**config.mk**
```make
export PLATFORM = sky130hd
export DESIGN_NAME = adder_reduction_acc_seq
export DESIGN_NICKNAME = d
export VERILOG_FILES = /design/src/rtl/adder_reduction_acc_seq_pkg.sv /design/src/rtl/adder_reduction_acc_seq.sv
export SDC_FILE = /design/constraint.sdc
export NUM_CORES = 1
export LEC_CHECK = 0
export ABC_AREA = 1
export BUFFER_PORTS_ARGS = -buffer_cell sky130_fd_sc_hd__buf_4
export CAP_MARGIN = 25
export CORE_MARGIN = 2
export CORE_UTILIZATION = 55
export CTS_CLUSTER_DIAMETER = 30
export DETAILED_ROUTE_END_ITERATION = 12
export PLACE_DENSITY = 0.79
export REMOVE_ABC_BUFFERS = 1
export SYNTH_ARGS = -nofsm -noshare
export SYNTH_HDL_FRONTEND = slang
export SYNTH_SLANG_ARGS = --single-unit
export TNS_END_PERCENT = 5
```
**constraint.sdc**
```tcl
create_clock -name clk -period 4.95 [get_ports clk]
set_clock_uncertainty 0.15 [all_clocks]
set_input_delay 0.2475 -clock clk [delete_from_list [all_inputs] [get_ports clk]]
set_output_delay 0.2475 -clock clk [all_outputs]
set_load 0.01 [all_outputs]
```
**src/rtl/adder_reduction_acc_seq_pkg.sv**
```systemverilog
// Shared reduction-tree helpers: constant clog2, widened output width, and
// the group-collection state encoding.
package adder_reduction_acc_seq_pkg;

  typedef enum logic [0:0] {
    ST_IDLE  = 1'b0,
    ST_ACCUM = 1'b1
  } acc_state_t;

  function automatic int clog2(input int value);
    int v;
    int r;
    v = value - 1;
    r = 0;
    while (v > 0) begin
      r = r + 1;
      v = v >>> 1;
    end
    return r;
  endfunction

  // Summing na values of (dw+1) bits needs clog2(na) guard bits to never overflow.
  function automatic int out_width(input int dw, input int na);
    return dw + 1 + clog2(na);
  endfunction

endpackage

```
**src/rtl/adder_reduction_acc_seq.sv**
```systemverilog
// Sums each consecutive group of NUM_ACC valid adder results and emits one
// widened, registered total per group.
module adder_reduction_acc_seq
  import adder_reduction_acc_seq_pkg::*;
#(
  parameter int  DATA_WIDTH = 16,
  parameter int  NUM_ACC    = 4,
  localparam int CNT_WIDTH  = clog2(NUM_ACC),
  localparam int OUT_WIDTH  = out_width(DATA_WIDTH, NUM_ACC)
) (
  input  logic                  clk,
  input  logic                  rst,
  input  logic                  i_valid,
  input  logic [DATA_WIDTH:0]   i_data_bus,
  input  logic                  i_en,
  input  logic                  i_flush,
  output logic                  o_valid,
  output logic [OUT_WIDTH-1:0]  o_data_bus,
  output logic                  o_busy
);

  if ((NUM_ACC < 2) || (NUM_ACC > 256)) begin : g_bad_num_acc
    $error("adder_reduction_acc_seq: NUM_ACC must be in 2..256");
  end

  localparam logic [CNT_WIDTH-1:0] C_CNT_ZERO = {CNT_WIDTH{1'b0}};
  localparam logic [CNT_WIDTH-1:0] C_CNT_ONE  = CNT_WIDTH'(1);
  localparam logic [CNT_WIDTH-1:0] C_CNT_LAST = CNT_WIDTH'(NUM_ACC - 1);

  acc_state_t             r_state;
  logic [CNT_WIDTH-1:0]   r_cnt;
  logic [OUT_WIDTH-1:0]   r_acc;
  logic                   r_valid;
  logic [OUT_WIDTH-1:0]   r_data;
  logic                   r_busy;

  acc_state_t             w_state_nxt;
  logic [CNT_WIDTH-1:0]   w_cnt_nxt;
  logic [OUT_WIDTH-1:0]   w_acc_nxt;
  logic                   w_valid_nxt;
  logic [OUT_WIDTH-1:0]   w_data_nxt;
  logic [OUT_WIDTH-1:0]   w_din_ext;
  logic [OUT_WIDTH-1:0]   w_sum;

  assign w_din_ext = OUT_WIDTH'(i_data_bus);
  assign w_sum     = r_acc + w_din_ext;

  // Next-state, counter, accumulator and output-total selection.
  always_comb begin
    w_cnt_nxt   = r_cnt;
    w_acc_nxt   = r_acc;
    w_valid_nxt = 1'b0;
    w_data_nxt  = {OUT_WIDTH{1'bx}};
    if (i_en) begin
      if (i_flush) begin
        // Flush discards the partial group; a same-cycle sample opens a new one.
        if (i_valid) begin
          w_acc_nxt = w_din_ext;
          w_cnt_nxt = C_CNT_ONE;
        end else begin
          w_cnt_nxt = C_CNT_ZERO;
        end
      end else if (i_valid) begin
        case (r_state)
          ST_IDLE: begin
            w_acc_nxt = w_din_ext;
            w_cnt_nxt = C_CNT_ONE;
          end
          ST_ACCUM: begin
            if (r_cnt == C_CNT_LAST) begin
              w_data_nxt  = w_sum;
              w_valid_nxt = 1'b1;
              w_cnt_nxt   = C_CNT_ZERO;
            end else begin
              w_acc_nxt = w_sum;
              w_cnt_nxt = r_cnt + C_CNT_ONE;
            end
          end
          default: begin
            w_cnt_nxt = C_CNT_ZERO;
          end
        endcase
      end else begin
        w_cnt_nxt = r_cnt;
      end
    end else begin
      w_cnt_nxt = r_cnt;
    end
    if (w_cnt_nxt == C_CNT_ZERO) begin
      w_state_nxt = ST_IDLE;
    end else begin
      w_state_nxt = ST_ACCUM;
    end
  end

  // Control state resets; the accumulator and total are datapath-only.
  always_ff @(posedge clk) begin
    if (rst) begin
      r_state <= ST_IDLE;
      r_cnt   <= C_CNT_ZERO;
      r_valid <= 1'b0;
      r_busy  <= 1'b0;
    end else begin
      r_state <= w_state_nxt;
      r_cnt   <= w_cnt_nxt;
      r_valid <= w_valid_nxt;
      r_busy  <= (w_state_nxt == ST_ACCUM);
    end
  end

  // Accumulator and group total registers.
  always_ff @(posedge clk) begin
    r_acc  <= w_acc_nxt;
    r_data <= w_data_nxt;
  end

  assign o_valid    = r_valid;
  assign o_data_bus = r_data;
  assign o_busy     = r_busy;

endmodule

```
# Word level (Yosys, flattened, before mapping)
# Index checks and enable logic that the tools add are counted.
dict set report totals {
  reg_bits 42
}
dict set report classes {
  addsub 2
  eq_ne 2
  n_reduce_logical 3
  n_bitwise 3
  n_mux 18
}
# operator count
set ops {}
lappend ops {{2-to-1 mux 19 bit} 9}
lappend ops {{one-hot mux 19 bit (2 select lines)} 1}
lappend ops {{adder 19 x 17 -> 19 bit} 1}
lappend ops {{2-to-1 mux 2 bit} 4}
lappend ops {{OR reduction 5 bit} 1}
lappend ops {{one-hot mux 2 bit (2 select lines)} 1}
lappend ops {{2-to-1 mux 1 bit} 3}
lappend ops {{!= test 3 bit (second input constant)} 1}
lappend ops {{NOT 1 bit} 3}
lappend ops {{AND reduction 3 bit} 1}
lappend ops {{adder 2 x 1 -> 2 bit (second input constant)} 1}
lappend ops {{== test 2 bit (second input constant)} 1}
lappend ops {{zero test 2 bit} 1}

# Longest topological paths before layout
# Gate-level depths: netlist of run 1.
dict set report depth {
  depth_word 8
  mapped_depth 14
}

# Worst setup path before layout of run 1
# OpenSTA, ideal clock, no wires.
dict set report synth_path {
  path_type {register to register}
  startpoint {reg r_acc[0]}
  endpoint {reg r_acc[16], data pin}
  setup_time_ns 0.249
  arrival_ns 1.570
  setup_slack_ns 2.981
  stages_incl_launch_ff 14
  path_cell_list {edfxtp_1 > ha_1 > inv_1 > fa_1 > inv_1 > nand2_1 > nand2_1 > nand3_1 > nand2_1 > nand2_1 > nand3_1 > nand3_1 > nand2_1 > inv_1}
}
dict set report synth_via {
  elab_chain_len 5
}
# item line_no
set synth_lines {}
lappend synth_lines {{start: declaration} adder_reduction_acc_seq.sv:32} ;# logic [OUT_WIDTH-1:0] r_acc;
lappend synth_lines {{start signal: assignment} adder_reduction_acc_seq.sv:113} ;# r_acc <= w_acc_nxt;
lappend synth_lines {{adder 19 x 17 -> 19 bit} adder_reduction_acc_seq.sv:46} ;# assign w_sum = r_acc + w_din_ext;
lappend synth_lines {{2-to-1 mux 19 bit} adder_reduction_acc_seq.sv:70} ;# if (r_cnt == C_CNT_LAST) begin
lappend synth_lines {{one-hot mux 19 bit (2 select lines)} adder_reduction_acc_seq.sv:64} ;# case (r_state)
lappend synth_lines {{2-to-1 mux 19 bit} adder_reduction_acc_seq.sv:63} ;# end else if (i_valid) begin
lappend synth_lines {{2-to-1 mux 19 bit} adder_reduction_acc_seq.sv:55} ;# if (i_flush) begin
# No other way between the ends. The select of a mux whose other input is x is not followed.
# A chain may end at the register's enable or synchronous reset.

==> run summary, run 1 <==
outcome: completed
worst r2r dst: r_acc[15]
initial core utilization: 58.0%
Least-Margin Pin Slew: 803 ps
EDFF count, synth: 19
Util after Layout: 69.0%
Ports: 43
crit path launch type: flop
reg2reg setup slack: 2550 ps
PwrDens: 309 nW/µm²
post-synthesis sequential area ratio: 40.3%
largest net degree at the start of global routing: 23
n_diodes: 0
initial antenna violation count: 0
Root Buffer: clkbuf_8
initial DRC count: 131
R2R cell count: 5
ranking of synthesized cells by area: edfxtp_1 (22%), nand2_1 (22%), dfxtp_1 (18%), inv_1 (9.7%), ha_1 (8.8%)
via count: 2285
ys async rst share: 0%
max-slew violation count: 0
Yosys Warn Count: 0
Die X-Extent: 72.2 µm
# fillers: 394
number of CTS-inserted buffers: 5
clock sink count: 42
Pre-antenna DRT Iters: 4
max-cap violation count: 0
VDD IR max: 0.000201 V
first-pass GRT wire length: 8950 µm
DRC violations left: 0
Top FF cell, synth: dfxtp_1
number of distinct library cells after synthesis: 23
Mapped Avg Cell Area: 7.02 µm²
share of layout cells above drive strength 1: 13.6%
HP Class: input port to flop
hold endpoint: o_data_bus[0]
wirelength, routed: 5390 µm
Core Area: 4410 µm²
worst-path maximum fanout: 22
antenna-violating nets left: 0
multi-input combinational cell area: 1270 µm²
All-Layer GR Usage: 22.2%
Syn Inst Count: 365
row cnt: 24
hold depth: 2
GRT overflow: 0
Synth top cells by count: nand2_1 (148), inv_1 (66), dfxtp_1 (23), nand3_1 (23), edfxtp_1 (19)
top-area cell type share of the netlist area: 22.3%
H-tree levels: 2
Slew headroom: 46.4%
Critical Path AT: 2180 ps
port buffer count: 42
nets: 453
Peak Freq: 416 MHz
ratio of final minimum period to clock period: 48.5%
clock tree buffer depth: 2
die area: 5220 µm²
area leader, netlist: edfxtp_1
CTS tree: done
HP Start: i_data_bus[0]
setup_tns: 0 ps
RSZ-0062 raised after global routing: false
crit path capture type: flop
Final setup viols: 0
FF/Latch Area: 1030 µm²
Final Hold Viols: 0
dpl hpwl: 4170 µm
Clock Latency Late Sink: 300 ps
clk slew on worst S/H paths: 80 ps
reg2reg start: o_busy
vias per std cell: 4.91
most common cell in the synthesized netlist: nand2_1
FF+latch count, synth: 42
leakage power: 0.00171 µW
Post-Syn Area: 2560 µm²
Syn-to-layout area delta: 19.0%
critical path data required time: 4730 ps
clock period minus worst slack: 2400 ps
WL/cell: 11.6 µm
critical setup path kind: flop to flop
RD Place Congestion: 0.868
Setup Fix Bufs, Post-CTS: 0
vias in the first global route: 2097
Die Y-Extent: 72.2 µm
-- repair_timing --
item | in CTS | in global routing
setup endpoints to repair | 0 | 0
hold endpoints to repair | 3 | 0
gates resized for setup | 0 | 0
hold buffers | 1 | 0
-- per-layer routing --
metal	up-vias	track usage (%)	part of all wire [%]	routed length (µm)
li1	1215	-	-	-
met1	983	28.8	48	2570
met2	74	35.6	44	2350
met3	13	5.14	6.2	333
met4	0	9.22	2.6	140
met5	-	0	0	0
-- cell usage in the layout (no fill, tap or decap), types with 2 or more instances in the layout --
cell	n
inv_1	66
ha_1	18
o21ai_0	6
nor3_1	6
xor2_1	4
nand3_1	23
clkinv_2	2
or2_2	5
nor2_1	16
or2_1	4
xnor2_1	3
dfxtp_1	23
buf_4	42
clkbuf_8	5
a211oi_1	2
and2_1	2
nand2_1	148
a21oi_1	12
edfxtp_1	19
-- registers in the layout, indices dropped and copies added, names as in the netlist --
register / flops
r_cnt: 2
r_acc: 19
o_busy: 1
o_valid: 1
o_data_bus: 19
-- critical path, stage by stage, from the launching register on --
cell     delay, ps
dfxtp_1        330
nand2_2        300
inv_1          400
nand2_1        180
nand3_1         80
inv_1          590
-- final cells by class --
type / count / share of cell area (%)
clock inverter: 3 / 1.31
sequential: 42 / 33.8
timing repair buffer: 43 / 10.7
multi-input combinational: 254 / 41.6
tap: 52 / 2.14
clock buffer: 5 / 2.26
inverter: 66 / 8.13
-- worst max-delay path by stage --
stage / startpoint / slack [ps] / cells after the start / endpoint
6_report: o_busy / 2550 / 5 / r_acc[15]
5_1_grt: o_busy / 2360 / 5 / r_acc[7]
3_5_place_dp: i_flush / 2500 / 7 / r_acc[10]
2_1_floorplan: r_acc[0] / 2970 / 13 / r_acc[16]
3_3_place_gp: i_flush / 2540 / 7 / r_acc[10]
4_1_cts: o_busy / 2530 / 5 / r_acc[8]
-- per-stage QoR --
step                      setup WS [ps]  area (µm²)  hold WS [ps]  total power [µW]  instances
after CTS                          2530        3050          50.9               947        465
after global placement             2540        2930           296               673        456
after detailed placement           2500        2930           294               678        456
final                              2550        3050          52.4               942        465
after global routing               2360        3050          45.1               995        465
after floorplan                    2970        2550           176               582        362
-- where the power goes --
part           switching [µW]  total, µW  internal (µW)  leakage (µW)
Combinational             146        255            109       0.00128
Clock                     121        270            148     0.0000579
Sequential               11.5        417            406      0.000372
-- cells by family after synthesis --
| logic type | after synthesis | synth area share (%) |
|---|---|---|
| and+or+nand+nor | 207 | 33.2 |
| AOI/OAI and AO/OA | 21 | 4.40 |
| xor gates and xnor gates | 7 | 2.39 |
| DFF | 42 | 40.3 |
| buffers and inverters | 69 | 10.2 |
| adders and majority gates | 19 | 9.58 |
(Power assumes the default switching activity.)
==> run 2, diff against run 1 <==
--- a/config.mk
+++ b/config.mk
@@ -5,14 +5,14 @@
 export SDC_FILE = /design/constraint.sdc
 export NUM_CORES = 1
 export LEC_CHECK = 0
-export ABC_AREA = 1
+export ABC_AREA = 0
 export BUFFER_PORTS_ARGS = -buffer_cell sky130_fd_sc_hd__buf_4
 export CAP_MARGIN = 25
 export CORE_MARGIN = 2
 export CORE_UTILIZATION = 55
 export CTS_CLUSTER_DIAMETER = 30
 export DETAILED_ROUTE_END_ITERATION = 12
-export PLACE_DENSITY = 0.79
+export PLACE_DENSITY = 0.8
 export REMOVE_ABC_BUFFERS = 1
 export SYNTH_ARGS = -nofsm -noshare
 export SYNTH_HDL_FRONTEND = slang
==> constraint.sdc (replaced) <==
create_clock -name clk -period 2.3 [get_ports clk]
set_clock_uncertainty 0.15 [all_clocks]
set_input_delay 0.115 -clock clk [delete_from_list [all_inputs] [get_ports clk]]
set_output_delay 0.115 -clock clk [all_outputs]
set_load 0.01 [all_outputs]
==> run summary, run 2 <==
Final setup viols: 7 (+7)
initial DRC count: 151 (+15%)
commonest non-fill, non-tap cell in the layout: buf_4
Root Buffer: clkbuf_8
number of distinct library cells after synthesis: 42 (+83%)
post-route setup slack: -132 ps (-2680 ps)
nets: 367 (-19%)
initial antenna violation count: 0 (unchanged)
Peak Freq: 411 MHz (-1.2%)
largest net degree at the start of global routing: 22 (-4.3%)
Mapped Avg Cell Area: 9.79 µm² (+40%)
crit path launch type: flop
Top FF cell, synth: dfxtp_1
hold endpoint: o_valid
outcome: finished with violations
Core Area: 4060 µm² (-8.1%)
antenna-violating nets left: 0 (unchanged)
Pre-antenna DRT Iters: 4 (unchanged)
Final Non-Filler Cells: 377 (-19%)
hold depth: 3 (+1)
Syn Inst Count: 239 (-35%)
clock sink count: 42 (unchanged)
vias per std cell: 5.65 (+15%)
share of layout cells above drive strength 1: 33.3% (+20 points)
vias in the first global route: 2046 (-2.4%)
Die Y-Extent: 69.2 µm (-4.2%)
PwrDens: 638 nW/µm² (+110%)
top-area cell type share of the netlist area: 24.4% (+2.1 points)
Post-Syn Area: 2340 µm² (-8.6%)
port buffer count: 42 (unchanged)
Clock Latency Late Sink: 300 ps (about the same)
Util after Layout: 82.1% (+13 points)
row cnt: 23 (-4.2%)
first-pass GRT wire length: 9460 µm (+5.7%)
R2R cell count: 10 (+5)
critical setup path kind: flop to flop
most common cell in the synthesized netlist: nand2_1
HP Start: i_valid
area leader, netlist: edfxtp_1
post-synthesis sequential area ratio: 44.0% (+3.8 points)
die area: 4790 µm² (-8.1%)
dpl hpwl: 3580 µm (-14%)
most frequent cells in the layout: buf_4 (67), nand2_1 (36), dfxtp_1 (23), dlygate4sd3_1 (21), edfxtp_1 (19)
FF+latch count, synth: 42 (unchanged)
Placed Cells: 346 (-24%)
GRT overflow: 0 (unchanged)
Final Hold Viols: 0 (unchanged)
n_diodes: 0 (unchanged)
Syn-to-layout area delta: 42.3%
CTS tree: done
minimum hold slack: 3.96 ps (-48.4 ps)
worst-path maximum fanout: 2 (-91%)
ys async rst share: 0% (unchanged)
post-place instance area: 2860 µm² (-2.4%)
critical path data required time: 2200 ps (-2530 ps)
Ports: 43 (unchanged)
leakage power: 0.00144 µW (-16%)
RD Place Congestion: 0.898 (+3.4%)
VDD IR max: 0.000465 V (+130%)
reg2reg setup slack: -130 ps (-2680 ps)
EDFF count, synth: 19 (unchanged)
crit path capture type: flop
initial core utilization: 57.7% (-0.33 points)
RSZ-0062 raised after global routing: true
Die X-Extent: 69.2 µm (-4.2%)
failing checks: negative setup slack
wirelength, routed: 6140 µm (+14%)
max-slew violation count: 0 (unchanged)
Slew headroom: 74.1% (+28 points)
post-route cell area: 3330 µm² (+9.3%)
H-tree levels: 2 (unchanged)
WL/cell: 16.3 µm (+40%)
reg2reg start: r_acc[0]
Critical Path AT: 2340 ps (+160 ps)
ratio of final minimum period to clock period: 106% (+57 points)
ranking of synthesized cells by area: edfxtp_1 (24%), dfxtp_1 (20%), ha_1 (9.6%), nand2_1 (5.9%), xnor2_1 (3.7%)
setup_tns: -372 ps (-372 ps)
HP Class: input port to flop
worst r2r dst: r_acc[10]
clock period minus worst slack: 2430 ps (+30.2 ps)
max-cap violation count: 0 (unchanged)
clock tree buffer depth: 2 (unchanged)
Synth top cells by count: nand2_1 (37), dfxtp_1 (23), edfxtp_1 (19)
Least-Margin Pin Slew: 385 ps (-418 ps)
clk slew on worst S/H paths: 80 ps (about the same)
Yosys Warn Count: 0 (unchanged)
number of CTS-inserted buffers: 5 (unchanged)
All-Layer GR Usage: 24.7% (+2.5 points)
DRC violations left: 0 (unchanged)
via count: 2129 (-6.8%)
[run 2: changes by cell type after synthesis, moves of 7 or more]
cell	change
xnor2_1	+7
nand2_1	-111
mux2_2	+7
inv_1	-60
o21ai_0	+8
nand2b_1	+8
nand3_1	-18
[run 2: timing repair]
action	4_1_cts	5_1_grt
setup buffers	1	1
cloned	0	0
resized for setup	12	18
hold buffers	21	0
endpoints found under the hold margin	21	0
pin swaps	5	10
setup endpoints to repair	15	17
[run 2: cell families (layout without fill, tap and decap cells)]
| kind of cell | count (synthesis) | count (layout) | synth area share (%) |
|---|---|---|---|
| buffers and inverters | 14 | 102 | 2.62 |
| XOR/XNOR | 15 | 15 | 5.61 |
| multiplexers | 10 | 10 | 4.65 |
| flip-flops | 42 | 42 | 44.0 |
| AO/OA/AOI/OAI | 61 | 61 | 17.2 |
| adder cells (fa/ha/maj) | 19 | 19 | 10.5 |
| AND/OR/NAND/NOR | 78 | 78 | 15.4 |
[run 2: cell type report]
class / instances / area [µm²]
clock buffers: 5 / 68.8
repair buffers: 88 / 713
inverters: 6 / 22.5
multi-input cells: 183 / 1390
well taps: 50 / 62.6
clock inverters: 3 / 40.0
fillers: 233 / 727
flip-flops and latches: 42 / 1030
[run 2: through the flow]
stage	power (µW)	setup WS (ps)
finish	2130	-132
global route	2220	-201
CTS	2080	-81.4
detailed placement	1450	-199
global placement	1440	-135
floorplan	1210	-103
[run 2: power by group]
part | internal [µW] | total [µW] | switching [µW]
registers | 869 | 899 | 29.5
logic | 330 | 647 | 317
clock network | 320 | 580 | 261
total | 1520 | 2130 | 607
[run 2: worst max path at each step]
stage | startpoint | endpoint | slack [ps] | cells after the start
floorplan | o_busy | r_acc[0] | -100 | 2
global placement | r_acc[0] | r_acc[14] | -130 | 9
detailed placement | r_acc[0] | r_acc[14] | -200 | 9
CTS | r_acc[0] | r_acc[14] | -80 | 9
global route | r_acc[0] | r_acc[10] | -200 | 10
finish | r_acc[0] | r_acc[10] | -130 | 10
[run 2: per-layer routing]
metal | vias to the layer above | routed length, µm | global-route usage, %
met5 | - | 0 | 0
met3 | 17 | 301 | 5.52
met1 | 1003 | 2540 | 30.0
met4 | 0 | 157 | 10.0
li1 | 1033 | - | -
met2 | 76 | 3140 | 42.2
[run 2: worst max-delay path, stage by stage (launching register included)]
cell and delay [ps]:
edfxtp_1 340, ha_2 170, inv_1 50, fa_2 340
nand2b_4 170, a21oi_4 170, buf_4 140, o211ai_1 100
nand2_1 150, xor2_1 120, mux2_2 280
==> run 3, diff against run 2 <==
==> constraint.sdc (replaced) <==
create_clock -name clk -period 3.09 [get_ports clk]
set_clock_uncertainty 0.15 [all_clocks]
set_input_delay 0.1545 -clock clk [delete_from_list [all_inputs] [get_ports clk]]
set_output_delay 0.1545 -clock clk [all_outputs]
set_load 0.01 [all_outputs]
==> run summary, run 3 (synthesis results as in run 2) <==
PwrDens: 492 nW/µm² (-23%)
Post-CTS Resized: 0 (-12)
outcome: completed
Least-Margin Pin Slew: 698 ps (+313 ps)
worst-path maximum fanout: 3 (+1)
via count: 1865 (-12%)
metal2 WL: 2240 µm (-29%)
Ports: 43 (unchanged)
clk slew on worst S/H paths: 80 ps (about the same)
Die X-Extent: 69.2 µm (unchanged)
Slew headroom: 53.5% (-21 points)
DRC violations left: 0 (unchanged)
most frequent cells in the layout: buf_4 (44), nand2_1 (37), dfxtp_1 (23), edfxtp_1 (19), ha_1 (18)
critical path data required time: 2980 ps (+780 ps)
Final Hold Viols: 0 (unchanged)
n_diodes: 0 (unchanged)
max-cap violation count: 0 (unchanged)
initial antenna violation count: 0 (unchanged)
wirelength, routed: 4650 µm (-24%)
GRT overflow: 0 (unchanged)
CP delay by family, top: compound AO/OA/AOI/OAI gates
clock tree buffer depth: 2 (unchanged)
HP Class: input port to flop
initial core utilization: 57.7% (unchanged)
initial DRC count: 180 (+19%)
vias in the first global route: 1759 (-14%)
Critical Path AT: 2700 ps (+360 ps)
CTS tree: done
VDD IR max: 0.000277 V (-40%)
number of CTS-inserted buffers: 5 (unchanged)
Pre-antenna DRT Iters: 4 (unchanged)
vias per std cell: 5.50 (-2.6%)
Root Buffer: clkbuf_8
commonest non-fill, non-tap cell in the layout: buf_4
Die Y-Extent: 69.2 µm (unchanged)
Final setup viols: 0 (-7)
met3 WL post-DR: 212 µm (-30%)
leakage power: 0.00124 µW (-14%)
port buffer count: 42 (unchanged)
Util after Layout: 70.3% (-12 points)
CP max stage delay: 530 ps (+190 ps)
largest net degree at the start of global routing: 22 (unchanged)
pre-CTS WS: 513 ps (+712 ps)
Syn-to-layout area delta: 21.9%
Worst Path Buf+Inv: 3 (+1)
Core Area: 4060 µm² (unchanged)
max-slew violation count: 0 (unchanged)
WL/cell: 13.7 µm (-16%)
All-Layer GR Usage: 20.2% (-4.5 points)
post-place instance area: 2700 µm² (-5.5%)
crit path launch type: input port
first-pass GRT wire length: 7800 µm (-18%)
antenna-violating nets left: 0 (unchanged)
H-tree levels: 2 (unchanged)
row cnt: 23 (unchanged)
Clock Latency Late Sink: 300 ps (about the same)
dpl hpwl: 3400 µm (-5.0%)
clock sink count: 42 (unchanged)
RSZ-0062 raised after global routing: false
Metal-1 WL: 2110 µm (-17%)
post-route cell area: 2850 µm² (-14%)
crit path capture type: flop
setup_tns: 0 ps (+372 ps)
RD Place Congestion: 0.952 (+6.0%)
Worst path slowest cell: dlygate4sd3_1
critical setup path kind: input port to flop
post-route setup slack: 286 ps (+418 ps)
Peak Freq: 357 MHz
nets: 329 (-10%)
share of layout cells above drive strength 1: 22.1% (-11 points)
die area: 4790 µm² (unchanged)
top routing layer used: met4
clock period minus worst slack: 2800 ps
ratio of final minimum period to clock period: 90.7%
crit-path cells: dlygate4sd3_1 -> buf_4 -> ha_1 -> inv_1 -> fa_1 -> nand2b_1 -> a21oi_1 -> o2111ai_1 -> a31oi_1 -> xnor2_1 -> mux2_2
## run 3: cell types whose count changed in the layout (fill, tap and decap cells not counted), moves of 4 or more
cell / delta
a21oi_1: +5
a21oi_2: -4
buf_4: -23
dlygate4sd3_1: -15
ha_1: +5
o21ai_0: +5
## run 3: worst paths after layout
| path | start | end | slack (ps) | cells after the start |
|---|---|---|---|---|
| min | i_data_bus[3] | r_acc[3] | 2 | 3 |
| min reg2reg | r_acc[0] | o_data_bus[0] | 340 | 1 |
| max reg2reg | r_acc[0] | r_acc[14] | 460 | 9 |
| max | i_data_bus[0] | r_acc[14] | 290 | 11 |
## run 3: through the flow
step	hold slack, ps	std cells	total power, µW
final	2.10	339	1410
after detailed placement	194	325	1040
after CTS	1.35	339	1410
after global placement	195	325	1030
after global routing	6.68	339	1480
after floorplan	82.4	231	898
## run 3: timing repair
action                                 4_1_cts  5_1_grt
hold buffers                                 6        0
endpoints found under the hold margin        9        0
buffers inserted                             0        0
## run 3: final cells by class
class | count | area [µm²]
Multi-Input combinational cell | 183 | 1250
Fill cell | 322 | 1200
Sequential cell | 42 | 1030
Timing Repair Buffer | 50 | 390
Clock buffer | 6 | 82.6
Tap cell | 50 | 62.6
Inverter | 6 | 22.5
Clock inverter | 2 | 12.5
## run 3: routing by layer
| metal | vias up | global-route usage [%] |
|---|---|---|
| met4 | 0 | 7.19 |
| met1 | 852 | 25.9 |
| met5 | - | 0 |
| li1 | 957 | - |
| met2 | 49 | 32.6 |
| met3 | 7 | 5.81 |
## run 3: where the power goes
part / switching [µW] / internal (µW)
Combinational: 189 / 182
Clock: 190 / 180
Sequential: 18.6 / 647
## run 3: worst reg2reg max path: stages (launching register included)
cell	delay [ps]
edfxtp_1	330
ha_1	180
inv_1	60
fa_1	390
nand2b_1	180
a21oi_1	250
o2111ai_1	240
a31oi_1	250
xnor2_1	100
mux2_2	260
